### src/rtl/control_sequencer.sv
// control_sequencer: multi-cycle fetch/decode/execute controller that sits
// directly upstream of the ALU. Instructions are fetched over a req/ack
// memory handshake. The IR is decoded into an ALU operation, register
// load/increment strobes and a bus source select. The architectural zero
// flag is kept here, and JMPZ tests it.

module control_sequencer #(
    parameter int reg_width   = 12,  // datapath width, shared with the ALU
    parameter int INSTR_W     = 8,   // IR width: opcode [7:4], reg field [3:0]
    parameter int MEM_TIMEOUT = 15   // cycles a read may wait for mem_ack
) (
    input  logic               clk,
    input  logic               reset,          // synchronous, active low
    input  logic [INSTR_W-1:0] instr,
    input  logic               Zflag,
    input  logic               mem_ack,
    output logic [2:0]         ALU_Operation,
    output logic [3:0]         bus_sel,
    output logic               mem_read,
    output logic               ir_load,
    output logic               pc_inc,
    output logic               pc_load,
    output logic               ac_load,
    output logic               reg_wr,
    output logic               z_out,
    output logic               halt,
    output logic               bus_error
);

    // The decoder hard-wires the 4+4 instruction split. A datapath narrower
    // than one bit makes no sense. Reject either case at elaboration.
    if (reg_width < 1 || INSTR_W != 8 || MEM_TIMEOUT < 1) begin : g_bad_params
        $error("control_sequencer: unsupported parameter set");
    end

    // Sequencer states
    typedef enum logic [2:0] {
        S_FETCH  = 3'd0,
        S_DECODE = 3'd1,
        S_EXEC   = 3'd2,
        S_WB     = 3'd3,
        S_STORE  = 3'd4,
        S_OPND   = 3'd5,
        S_HALTED = 3'd6
    } state_e;

    // Instruction opcodes. Codes A-E are unassigned and fall through as NOP.
    typedef enum logic [3:0] {
        OP_NOP  = 4'h0,
        OP_LDAC = 4'h1,
        OP_ADD  = 4'h2,
        OP_SUB  = 4'h3,
        OP_MUL  = 4'h4,
        OP_INC  = 4'h5,
        OP_CLR  = 4'h6,
        OP_STAC = 4'h7,
        OP_JMP  = 4'h8,
        OP_JMPZ = 4'h9,
        OP_HALT = 4'hF
    } opcode_e;

    // ALU function codes as the ALU expects them
    typedef enum logic [2:0] {
        ALU_IDLE  = 3'b000,
        ALU_PASS  = 3'b001,
        ALU_ADD   = 3'b010,
        ALU_SUB   = 3'b011,
        ALU_MUL   = 3'b100,
        ALU_PLUS1 = 3'b101,
        ALU_ZERO  = 3'b110
    } alu_op_e;

    // The bus select value that routes the accumulator onto the bus
    localparam logic [3:0] AC_SEL = 4'd15;

    // Wide enough to hold 0 .. MEM_TIMEOUT-1 waiting cycles
    localparam int CNT_W = $clog2(MEM_TIMEOUT + 1);
    localparam logic [CNT_W-1:0] CNT_LAST = CNT_W'(MEM_TIMEOUT - 1);

    // Map an ALU-class opcode to its ALU function. All other opcodes map to IDLE.
    function automatic logic [2:0] alu_map(input logic [3:0] op);
        case (op)
            OP_LDAC: alu_map = ALU_PASS;
            OP_ADD:  alu_map = ALU_ADD;
            OP_SUB:  alu_map = ALU_SUB;
            OP_MUL:  alu_map = ALU_MUL;
            OP_INC:  alu_map = ALU_PLUS1;
            OP_CLR:  alu_map = ALU_ZERO;
            default: alu_map = ALU_IDLE;
        endcase
    endfunction

    state_e           state_q, state_d;
    logic [CNT_W-1:0] cnt_q, cnt_d;      // cycles spent waiting for mem_ack
    logic             z_q, z_d;          // architectural zero flag
    logic             berr_q, berr_d;    // sticky memory timeout indication

    logic [3:0] opcode;
    logic [3:0] reg_field;

    assign opcode    = instr[7:4];
    assign reg_field = instr[3:0];

    // State register, wait counter, zero flag and sticky bus error
    always_ff @(posedge clk) begin
        // NOTE: sequential state uses non-blocking assignments, so every flop
        // samples its _d value from before the edge, whatever the statement order.
        if (!reset) begin
            state_q <= S_FETCH;
            cnt_q   <= '0;
            z_q     <= 1'b0;
            berr_q  <= 1'b0;
        end else begin
            state_q <= state_d;
            cnt_q   <= cnt_d;
            z_q     <= z_d;
            berr_q  <= berr_d;
        end
    end

    // Next-state, handshake and output decode
    always_comb begin
        // NOTE: every signal written here gets a default first. Any path that
        // did not assign one would otherwise infer a latch.
        state_d       = state_q;
        cnt_d         = '0;
        z_d           = z_q;
        berr_d        = berr_q;
        ALU_Operation = ALU_IDLE;
        bus_sel       = 4'd0;
        mem_read      = 1'b0;
        ir_load       = 1'b0;
        pc_inc        = 1'b0;
        pc_load       = 1'b0;
        ac_load       = 1'b0;
        reg_wr        = 1'b0;
        z_out         = z_q;
        halt          = 1'b0;
        bus_error     = berr_q;

        case (state_q)
            S_FETCH: begin
                mem_read = 1'b1;
                if (mem_ack) begin
                    ir_load = 1'b1;
                    pc_inc  = 1'b1;
                    state_d = S_DECODE;
                end else if (cnt_q == CNT_LAST) begin
                    state_d = S_HALTED;
                    berr_d  = 1'b1;
                end else begin
                    cnt_d = cnt_q + 1'b1;
                end
            end

            S_DECODE: begin
                case (opcode)
                    OP_LDAC, OP_ADD, OP_SUB,
                    OP_MUL, OP_INC, OP_CLR:  state_d = S_EXEC;
                    OP_STAC:                 state_d = S_STORE;
                    OP_JMP, OP_JMPZ:         state_d = S_OPND;
                    OP_HALT:                 state_d = S_HALTED;
                    default:                 state_d = S_FETCH;
                endcase
            end

            S_EXEC: begin
                ALU_Operation = alu_map(opcode);
                bus_sel       = reg_field;
                state_d       = S_WB;
            end

            S_WB: begin
                ALU_Operation = alu_map(opcode);
                bus_sel       = reg_field;
                ac_load       = 1'b1;
                // Only a subtraction updates the architectural zero flag
                if (opcode == OP_SUB) begin
                    z_d = Zflag;
                end
                state_d = S_FETCH;
            end

            S_STORE: begin
                bus_sel = AC_SEL;
                // Register 15 is not backed by storage, so its write is dropped
                reg_wr  = (reg_field != AC_SEL);
                state_d = S_FETCH;
            end

            S_OPND: begin
                mem_read = 1'b1;
                if (mem_ack) begin
                    if (opcode == OP_JMP || (opcode == OP_JMPZ && z_q)) begin
                        pc_load = 1'b1;
                    end else begin
                        pc_inc = 1'b1;
                    end
                    state_d = S_FETCH;
                end else if (cnt_q == CNT_LAST) begin
                    state_d = S_HALTED;
                    berr_d  = 1'b1;
                end else begin
                    cnt_d = cnt_q + 1'b1;
                end
            end

            S_HALTED: begin
                halt = 1'b1;
            end

            default: begin
                state_d = S_FETCH;
            end
        endcase

        // Hold every output quiet while reset is asserted. The datapath then
        // sees no strobes, even before the first reset edge has been sampled.
        if (!reset) begin
            ALU_Operation = ALU_IDLE;
            bus_sel       = 4'd0;
            mem_read      = 1'b0;
            ir_load       = 1'b0;
            pc_inc        = 1'b0;
            pc_load       = 1'b0;
            ac_load       = 1'b0;
            reg_wr        = 1'b0;
            z_out         = 1'b0;
            halt          = 1'b0;
            bus_error     = 1'b0;
        end
    end

endmodule

### config.mk
export PLATFORM = sky130hd
export DESIGN_NAME = control_sequencer
export DESIGN_NICKNAME = d
export VERILOG_FILES = /design/src/rtl/control_sequencer.sv
export SDC_FILE = /design/constraint.sdc
export NUM_CORES = 1
export LEC_CHECK = 0
export BUFFER_PORTS_ARGS = -buffer_cell sky130_fd_sc_hd__buf_2
export CAP_MARGIN = 20
export CORE_UTILIZATION = 45
export CTS_CLUSTER_DIAMETER = 100
export DETAILED_ROUTE_END_ITERATION = 8
export GPL_TIMING_DRIVEN = 0
export PLACE_DENSITY_LB_ADDON = 0.15
export SYNTH_ARGS = -nofsm -noshare
export SYNTH_HDL_FRONTEND = slang
export SYNTH_SLANG_ARGS = --single-unit
### constraint.sdc
create_clock -name clk -period 1.3 [get_ports clk]
set_input_delay 0.26 -clock clk [delete_from_list [all_inputs] [get_ports clk]]
set_output_delay 0.26 -clock clk [all_outputs]
set_load 0.005 [all_outputs]
# After elaboration in Yosys (flattened, before gate mapping)
# Memory sizes are Yosys's and may differ from the RTL's.
# Cells that the tools add are included.
# totals
reg_bits	9
romBits	48
inputBits	12
output_inout_bits	16
memories	1
# mem_list
name	words	width	read_ports	rd_clocked_by_memory_dff	wr	line	rtl
(no name shown)	16	3	1	0	0	157	case (opcode)
# op_classes
add_sub_neg	1
eq_ne	16
mux	30
bitwise_logic	3
reduce_logical	8
# ops
operator	n
$mux 1	20
$pmux 3 s6	1
$mux 3	5
$pmux 3 s5	1
$eq 4x3->1 const B	3
$eq 4x4->1 const B	3
$eq 3x3->1 const B	3
$eq 4x2->1 const B	2
$pmux 4 s2	1
$eq 3x2->1 const B	2
$add 4x1->4 const B	1
$eq 4x1->1 const B	1
$mux 4	1
$ne 4x4->1 const B	1
$reduce_or 2->1	2
$reduce_or 4->1	1
$eq 3x1->1 const B	1
$logic_not 3->1	1
$not 1->1	3
$reduce_and 3->1	1
$pmux 1 s2	1
$reduce_and 2->1	1
$logic_and 1x1->1	1
$logic_or 1x1->1	1

# Longest topological paths before layout
# Gate-level depths: netlist (run 1).
# depth
word_depth	7
ltp_mapped	6

# Worst setup path after synthesis (run 1)
# OpenSTA, ideal clock, no wires.
# synth_path
path_type	flip-flop to output port
from	reg state_q[1]
to	out reg_wr
arrival_ns	0.945
t_required_ns	1.040
setup_slack_ns	0.095
path_stages_with_launch	6
path_buffers	1
path_cell_list	dfxtp_1 > buf_2 > nand2b_1 > nor2_1 > inv_2 > a41oi_1
# synth_via
elab_chain_cells	3
# synth_lines
item	line	rtl
start: declaration	93	state_e state_q, state_d;
start signal: assignment	114	state_q <= state_d;
$eq 3x3->1	141	case (state_q)
$mux 1	141	
$mux 1	219	if (!reset) begin
end: declaration	24	output logic reg_wr,
# Every way passes these cells.

# Worst setup path in the final report (run 1)
# layout_path
from	reg state_q[2]
to	out pc_inc
# layout_via
elab_chain_cells	3
elab_cells_between_ends	4
# layout_lines
item	line	rtl
$eq 3x3->1 or $logic_not 3->1 (tied branches)	141	
$pmux 1 s2 (*)	141	
$mux 1 (*)	219	
end: declaration	21	output logic pc_inc,
# Mark *: on every way between the ends. The rest lies on a longest branch, timed or not.

==> impl_metrics.py, run 1 <==
metrics = {
    "min_path": {
        "min_path_type": "in2reg",
    },
    "logic_synthesis": {
        "ys_seq_area_share_pct": 26.3,
        "synth_mux_area_share_pct": 1.46,
        "async_reset_ff_share_pct": 0,
        "synth_top_family_by_area": "simple AND/OR/NAND/NOR gates",
        "synth_edf_count": 0,
        "synth_nets": 105,
        "syn_inst": 91,
        "synth.most_common_cell": "nand2_1",
        "synth_top_cell_by_area": "dfxtp_1",
        "yosysUniqueCellTypes": 34,
        "synth_top_area_share_pct": 26.3,
        "synth_fa_ha_area_share_pct": 3.66,
        "synth_compound_area_share_pct": 16.3,
        "syn_area_um2": 684,
        "yosys.area_share.simple_pct": 45.5,
        "synthTopCellsByArea": "dfxtp_1, nand2_1, nand3_1",
        "synth_commonest_cells": "nand2_1, dfxtp_1, nand3_1, nor2_1",
        "synthFlopType": "dfxtp_1",
        "synth_xor_area_share_pct": 2.56,
        "avgSynthCellArea_um2": 7.52,
        "synth.ff_latch_count": 9,
        "ys_warn_count": 0,
    },
    "detailed_routing": {
        "first_pass_iters": 4,
        "wirelength_um": 2160,
        "ant_nets": 0,
        "drt_iter0_drc": 9,
        "via_per_inst": 5.60,
        "num_vias": 835,
        "routedWlPerCell_um": 14.5,
        "drc": 0,
    },
    "pwr": {
        "ir_drop_mv": 0.494,
        "p_per_area_nw_per_um2": 636,
        "p_leak_nw": 0.563,
        "total_power_w": 0.000740,
    },
    "clock_tree": {
        "cts_made_buffers": 3,
        "clock-root-buffer": "clkbuf_4",
        "cts_tree": "done",
        "cts_hold_buffers": 0,
        "clk_pin_slew_ns": 0.06,
        "cts-htree-levels": 1,
        "cts_buffer_depth": 2,
        "clock_sinks": 9,
        "worstSkewPairLatency_ns": 0.26,
    },
    "layout": {
        "multi_input_area_um2": 623,
        "final_core_util_pct": 86.2,
        "final_area_um2": 1160,
        "nNetsFinal": 149,
        "drive_gt1_share_pct": 59.7,
        "fillerInstances": 72,
        "area_growth_pct": 70.0,
        "antennaDiodeCount": 0,
        "regArea_um2": 193,
    },
    "placement": {
        "hpwl_um": 1130,
        "port_buffers": 27,
        "gp_congestion": 0.844,
        "place_area_um2": 838,
        "dp_slack_ns": -0.207,
    },
    "die": {
        "io_pins": 28,
        "start_util_pct": 50.7,
        "die_h_um": 41,
        "std_cell_rows": 13,
        "die_area_um2": 1680,
        "core_um2": 1350,
        "die-width_um": 41,
    },
    "timing": {
        "fin_crit_sh_pct": 114,
        "period_minus_slack_ns": 1.49,
        "maxSlewHeadroom_pct": 73.3,
        "finalSetupViolCount": 20,
        "finalHoldViolCount": 0,
        "worst_slack_ns": -0.186,
        "rsz0062_at_grt": "true",
        "fmax_mhz": 673,
        "final_max_slew_viol_count": 0,
        "fin_skew_ns": 0.00241,
        "setup_tns_ns": -2.31,
        "worst_pin_slew_ns": 0.398,
    },
    "global_route": {
        "top_usage_layer": "met2",
        "antenna_found_initial": 0,
        "grt_overflow": 0,
        "grtUsageMet3_pct": 4.89,
        "grt_pass1_vias": 657,
        "grt_max_degree": 11,
        "use_met1_pct": 29.7,
        "grt.total_usage_pct": 25.6,
        "use_met2_pct": 45.3,
        "grt_pass1_wl_um": 2770,
    },
    "setup_path": {
        "cp-start-kind": "flop",
        "slowest_delay_ns": 0.39,
        "crit_arrival_ns": 1.23,
        "path_cells": "or2_4 -> a21oi_2 -> buf_2",
        "criticalPathCategory": "reg2out",
        "required_ns": 1.04,
        "worst-path-max-fanout": 8,
        "slowest_stage": "dfxtp_4",
        "endpoint_kind": "primary output",
    },
    "status": {
        "violations": "negative setup slack",
        "outcome": "finished with violations",
    },
    "run": {
        "drv_cap": 0,
    },
}
metal layers:
metal / wire [um] / part of all wire [%] / up-vias
met1: 893 / 41 / 389
li1: - / - / 412
met3: 81 / 3.8 / 7
met2: 1120 / 52 / 27
met5: 0 / 0 / -
met4: 62 / 2.9 / 0
area by class of cell:
class | count | area share [%]
buffer | 1 | 0.645
clock buffer | 4 | 2.26
inverter | 5 | 1.83
multi-input combinational | 75 | 53.5
sequential | 9 | 16.6
tap | 15 | 1.61
timing repair buffer | 40 | 23.5
metrics by stage:
| step | hold slack [ns] | cells |
|---|---|---|
| after floorplan | 0.426 | 91 |
| after global placement | 0.463 | 133 |
| after detailed placement | 0.468 | 133 |
| after CTS | 0.243 | 145 |
| after global routing | 0.279 | 149 |
| final | 0.253 | 149 |
report_power, final:
part | internal [W] | switching [W]
Clock | 0.000118 | 0.0000949
Sequential | 0.000283 | 0.0000153
Combinational | 0.000113 | 0.000116
final timing paths:
kind	from	to	slack, ns	cells past startpoint
worst min-delay path	Zflag	z_q	0.25	3
worst min register to register	cnt_q[0]	cnt_q[0]	0.44	1
worst max-delay path	state_q[2]	pc_inc	-0.19	3
worst max register to register	state_q[2]	cnt_q[3]	-0.17	5
state kept, by name (all words and copies together) (netlist names):
name,flops
berr_q,1
cnt_q,4
state_q,3
z_q,1
timing repair:
item	CTS	global route
setup endpoints to repair	14	23
gates cloned	0	0
buffers inserted	8	5
resized for setup	28	22
pin swaps	7	19
kinds of logic after synthesis:
kind of cell               count (synthesis)
DFF                                        9
and+or+nand+nor                           54
AOI/OAI and AO/OA                         16
muxes                                      1
buffers and inverters                      7
xor gates and xnor gates                   2
adders and majority gates                  2
worst max-delay path: cells and delay by family (launching register included):
| kind | cells | cell delay, ns |
|---|---|---|
| AO/OA/AOI/OAI | 1 | 0.15 |
| buffers and inverters | 1 | 0.13 |
| flip-flops | 1 | 0.39 |
| AND/OR/NAND/NOR | 1 | 0.28 |
layout by cell type, fill, tap and decap left out, types with 2 or more instances in the layout:
cell / synthesis / final
buf_2: 2 / 26
nand2_1: 15 / 13
buf_6: 0 / 7
buf_4: 0 / 6
dfxtp_1: 9 / 5
clkbuf_4: 0 / 4
and3_1: 4 / 4
nor2_1: 6 / 4
and2_1: 3 / 3
nand3_1: 6 / 3
dfxtp_4: 0 / 3
inv_1: 4 / 2
nor3_4: 0 / 2
nand2b_4: 0 / 2
nor2_4: 0 / 2
inv_2: 1 / 2
nor2b_4: 2 / 2
nor3_2: 0 / 2
nand3_4: 0 / 2
nor3b_2: 0 / 2
nand3_2: 1 / 2
a21oi_2: 0 / 2
nor2b_1: 2 / 2
and2_4: 1 / 2
a21oi_1: 4 / 2
a31oi_1: 2 / 2
nand2b_1: 4 / 2
ha_1: 2 / 2
Power figures use the tool's default switching activity.
==> inputs of run 2 (changes only) <==
- CTS_CLUSTER_DIAMETER: 100 -> 30
- PLACE_DENSITY: not set -> 0.75
- PLACE_DENSITY_LB_ADDON: 0.15 -> not set
==> run 2 against run 1 <==
The run still ends with negative setup slack left; count of clock-buffer cells in the layout unchanged; hold slack better by 0.011 ns; maximum frequency shrank 2.7%; sequential power is essentially flat; critical path type unchanged; highest routed layer is now met3.
==> impl_metrics.py, run 2 (synthesis results as in run 1) <==
metrics = {
    "pwr": {
        "power_frac_seq_pct": 41.0,
        "p_clk_share_pct": 29.3,
        "p_sw_w": 0.000217,
        "p_sw_share_pct": 30.0,
        "ir_drop_mv": 0.583,
        "p_per_area_nw_per_um2": 654,
        "p_int_w": 0.000506,
        "comb_power_share_pct": 29.7,
        "p_leak_nw": 0.548,
    },
    "layout": {
        "fillerInstances": 92,
        "nNetsFinal": 148,
        "final_common_cell": "buf_2",
        "area_growth_pct": 61.4,
        "reg.largest.list": "cnt_q: 4 flops, state_q: 3 flops",
        "antennaDiodeCount": 0,
        "final_area_um2": 1100,
        "final_cell_mix": "buf_2, nand2_1, buf_4",
        "top_register": "cnt_q",
        "largest_register_ff_count": 4,
        "drive_gt1_share_pct": 54.1,
    },
    "setup_path": {
        "reg2reg_to": "cnt_q[3]",
        "endpoint_kind": "primary output",
        "startpoint": "state_q[0]",
        "criticalPathCategory": "reg2out",
        "rr_worst_depth": 6,
        "rrSetupSlack_ns": -0.03,
        "cp-start-kind": "flop",
        "worst-path-max-fanout": 5,
        "r2r_start": "state_q[0]",
        "required_ns": 1.04,
        "crit_arrival_ns": 1.27,
    },
    "timing": {
        "final_max_slew_viol_count": 0,
        "finalHoldViolCount": 0,
        "worst_pin_slew_ns": 0.352,
        "hold_ws_ns": 0.264,
        "fin_skew_ns": 0.00444,
        "finalSetupViolCount": 16,
        "fin_crit_sh_pct": 117,
        "worst_slack_ns": -0.227,
        "fmax_mhz": 655,
        "maxSlewHeadroom_pct": 76.4,
        "rsz0062_at_grt": "true",
        "period_minus_slack_ns": 1.53,
    },
    "detailed_routing": {
        "first_pass_iters": 4,
        "ant_nets": 0,
        "wirelength_um": 2080,
        "via_per_inst": 5.55,
        "num_vias": 822,
        "routedWlPerCell_um": 14.0,
        "drc": 0,
        "drt_iter0_drc": 19,
    },
    "global_route": {
        "antenna_found_initial": 0,
        "grt_pass1_wl_um": 2510,
        "grt_pass1_vias": 644,
        "grt_overflow": 0,
        "grt_max_degree": 11,
        "grt.total_usage_pct": 23.0,
    },
    "placement": {
        "port_buffers": 27,
        "place_area_um2": 838,
        "hpwl_um": 1240,
        "gp_congestion": 0.752,
    },
    "die": {
        "core_um2": 1350,
        "start_util_pct": 50.7,
        "die_area_um2": 1680,
        "die-width_um": 41,
        "std_cell_rows": 13,
        "io_pins": 28,
        "die_h_um": 41,
    },
    "clock_tree": {
        "cts_buffer_depth": 2,
        "cts_tree": "done",
        "cts_made_buffers": 3,
        "worstSkewPairLatency_ns": 0.26,
        "cts-htree-levels": 1,
        "clock_sinks": 9,
        "cts_hold_buffers": 0,
        "clock-root-buffer": "clkbuf_4",
        "clk_pin_slew_ns": 0.06,
    },
    "status": {
        "violations": "negative setup slack",
        "outcome": "finished with violations",
    },
    "min_path": {
        "min_to": "z_q",
        "hold_start": "Zflag",
        "hold_path_depth": 3,
        "min_path_type": "in2reg",
    },
    "run": {
        "drv_cap": 0,
    },
}
[run 2: cell types whose count changed in the layout (fill, tap and decap cells not counted), moves of 2 or more]
cell    previous run  this run
buf_4              6         8
nor3_2             2         0
buf_6              7         4
nor3_1             0         2
[run 2: metrics by stage]
step / worst slack, ns / cells / setup TNS, ns / util (%) / total power (W)
after floorplan: 0.0953 / 91 / 0 / - / 0.000387
after global placement: -0.165 / 133 / -1.16 / 62.1 / 0.000440
after detailed placement: -0.181 / 133 / -1.38 / 62.1 / 0.000444
after CTS: -0.187 / 144 / -1.86 / 73.4 / 0.000694
after global routing: -0.263 / 148 / -2.75 / 81.8 / 0.000760
final: -0.227 / 148 / -1.83 / 81.8 / 0.000723
[run 2: cell type report]
type,instances,area [um^2],area share [%]
clock buffers,4,26.3,2.38
inverters,5,21.3,1.93
multi-input cells,75,584,52.9
repair buffers,39,255,23.1
plain buffers,1,7.51,0.680
well taps,15,18.8,1.70
flip-flops and latches,9,191,17.3
[run 2: worst max-delay path: stages, from the launching register on]
cell and delay, ns:
dfxtp_4 0.36, nand2b_4 0.15, nor2_4 0.10, inv_2 0.06, a41oi_2 0.18, buf_2 0.16
[run 2: routing by layer]
layer / part of all wire (%) / GRT usage [%] / wire, um / vias to the layer above
met2: 54 / 46.5 / 1120 / 25
met4: 0 / 0 / 0 / 0
met5: 0 / 0 / 0 / -
met3: 5.7 / 9.78 / 119 / 0
li1: - / - / - / 406
met1: 40 / 22.1 / 835 / 391
[run 2: worst max-delay path by stage]
stage                          to  slack [ns]
after detailed placement  pc_load       -0.18
after CTS                  reg_wr       -0.19
after global placement    pc_load       -0.17
after global routing       reg_wr       -0.26
after floorplan            reg_wr         0.1
final                      reg_wr       -0.23
[run 2: power groups by stage]
stage	logic [W]	clock network [W]	registers, W
after floorplan	0.0000858	0	0.000301
after global placement	0.000136	0	0.000304
after detailed placement	0.000140	0	0.000304
after CTS	0.000175	0.000223	0.000296
after global routing	0.000230	0.000232	0.000298
final	0.000214	0.000212	0.000296
[run 2: timing repair]
item / 4_1_cts / 5_1_grt
setup endpoints to repair: 15 / 21
pin swaps: 4 / 18
buffers inserted: 8 / 4
gates resized for setup: 19 / 20
hold endpoints to repair: 0 / 0
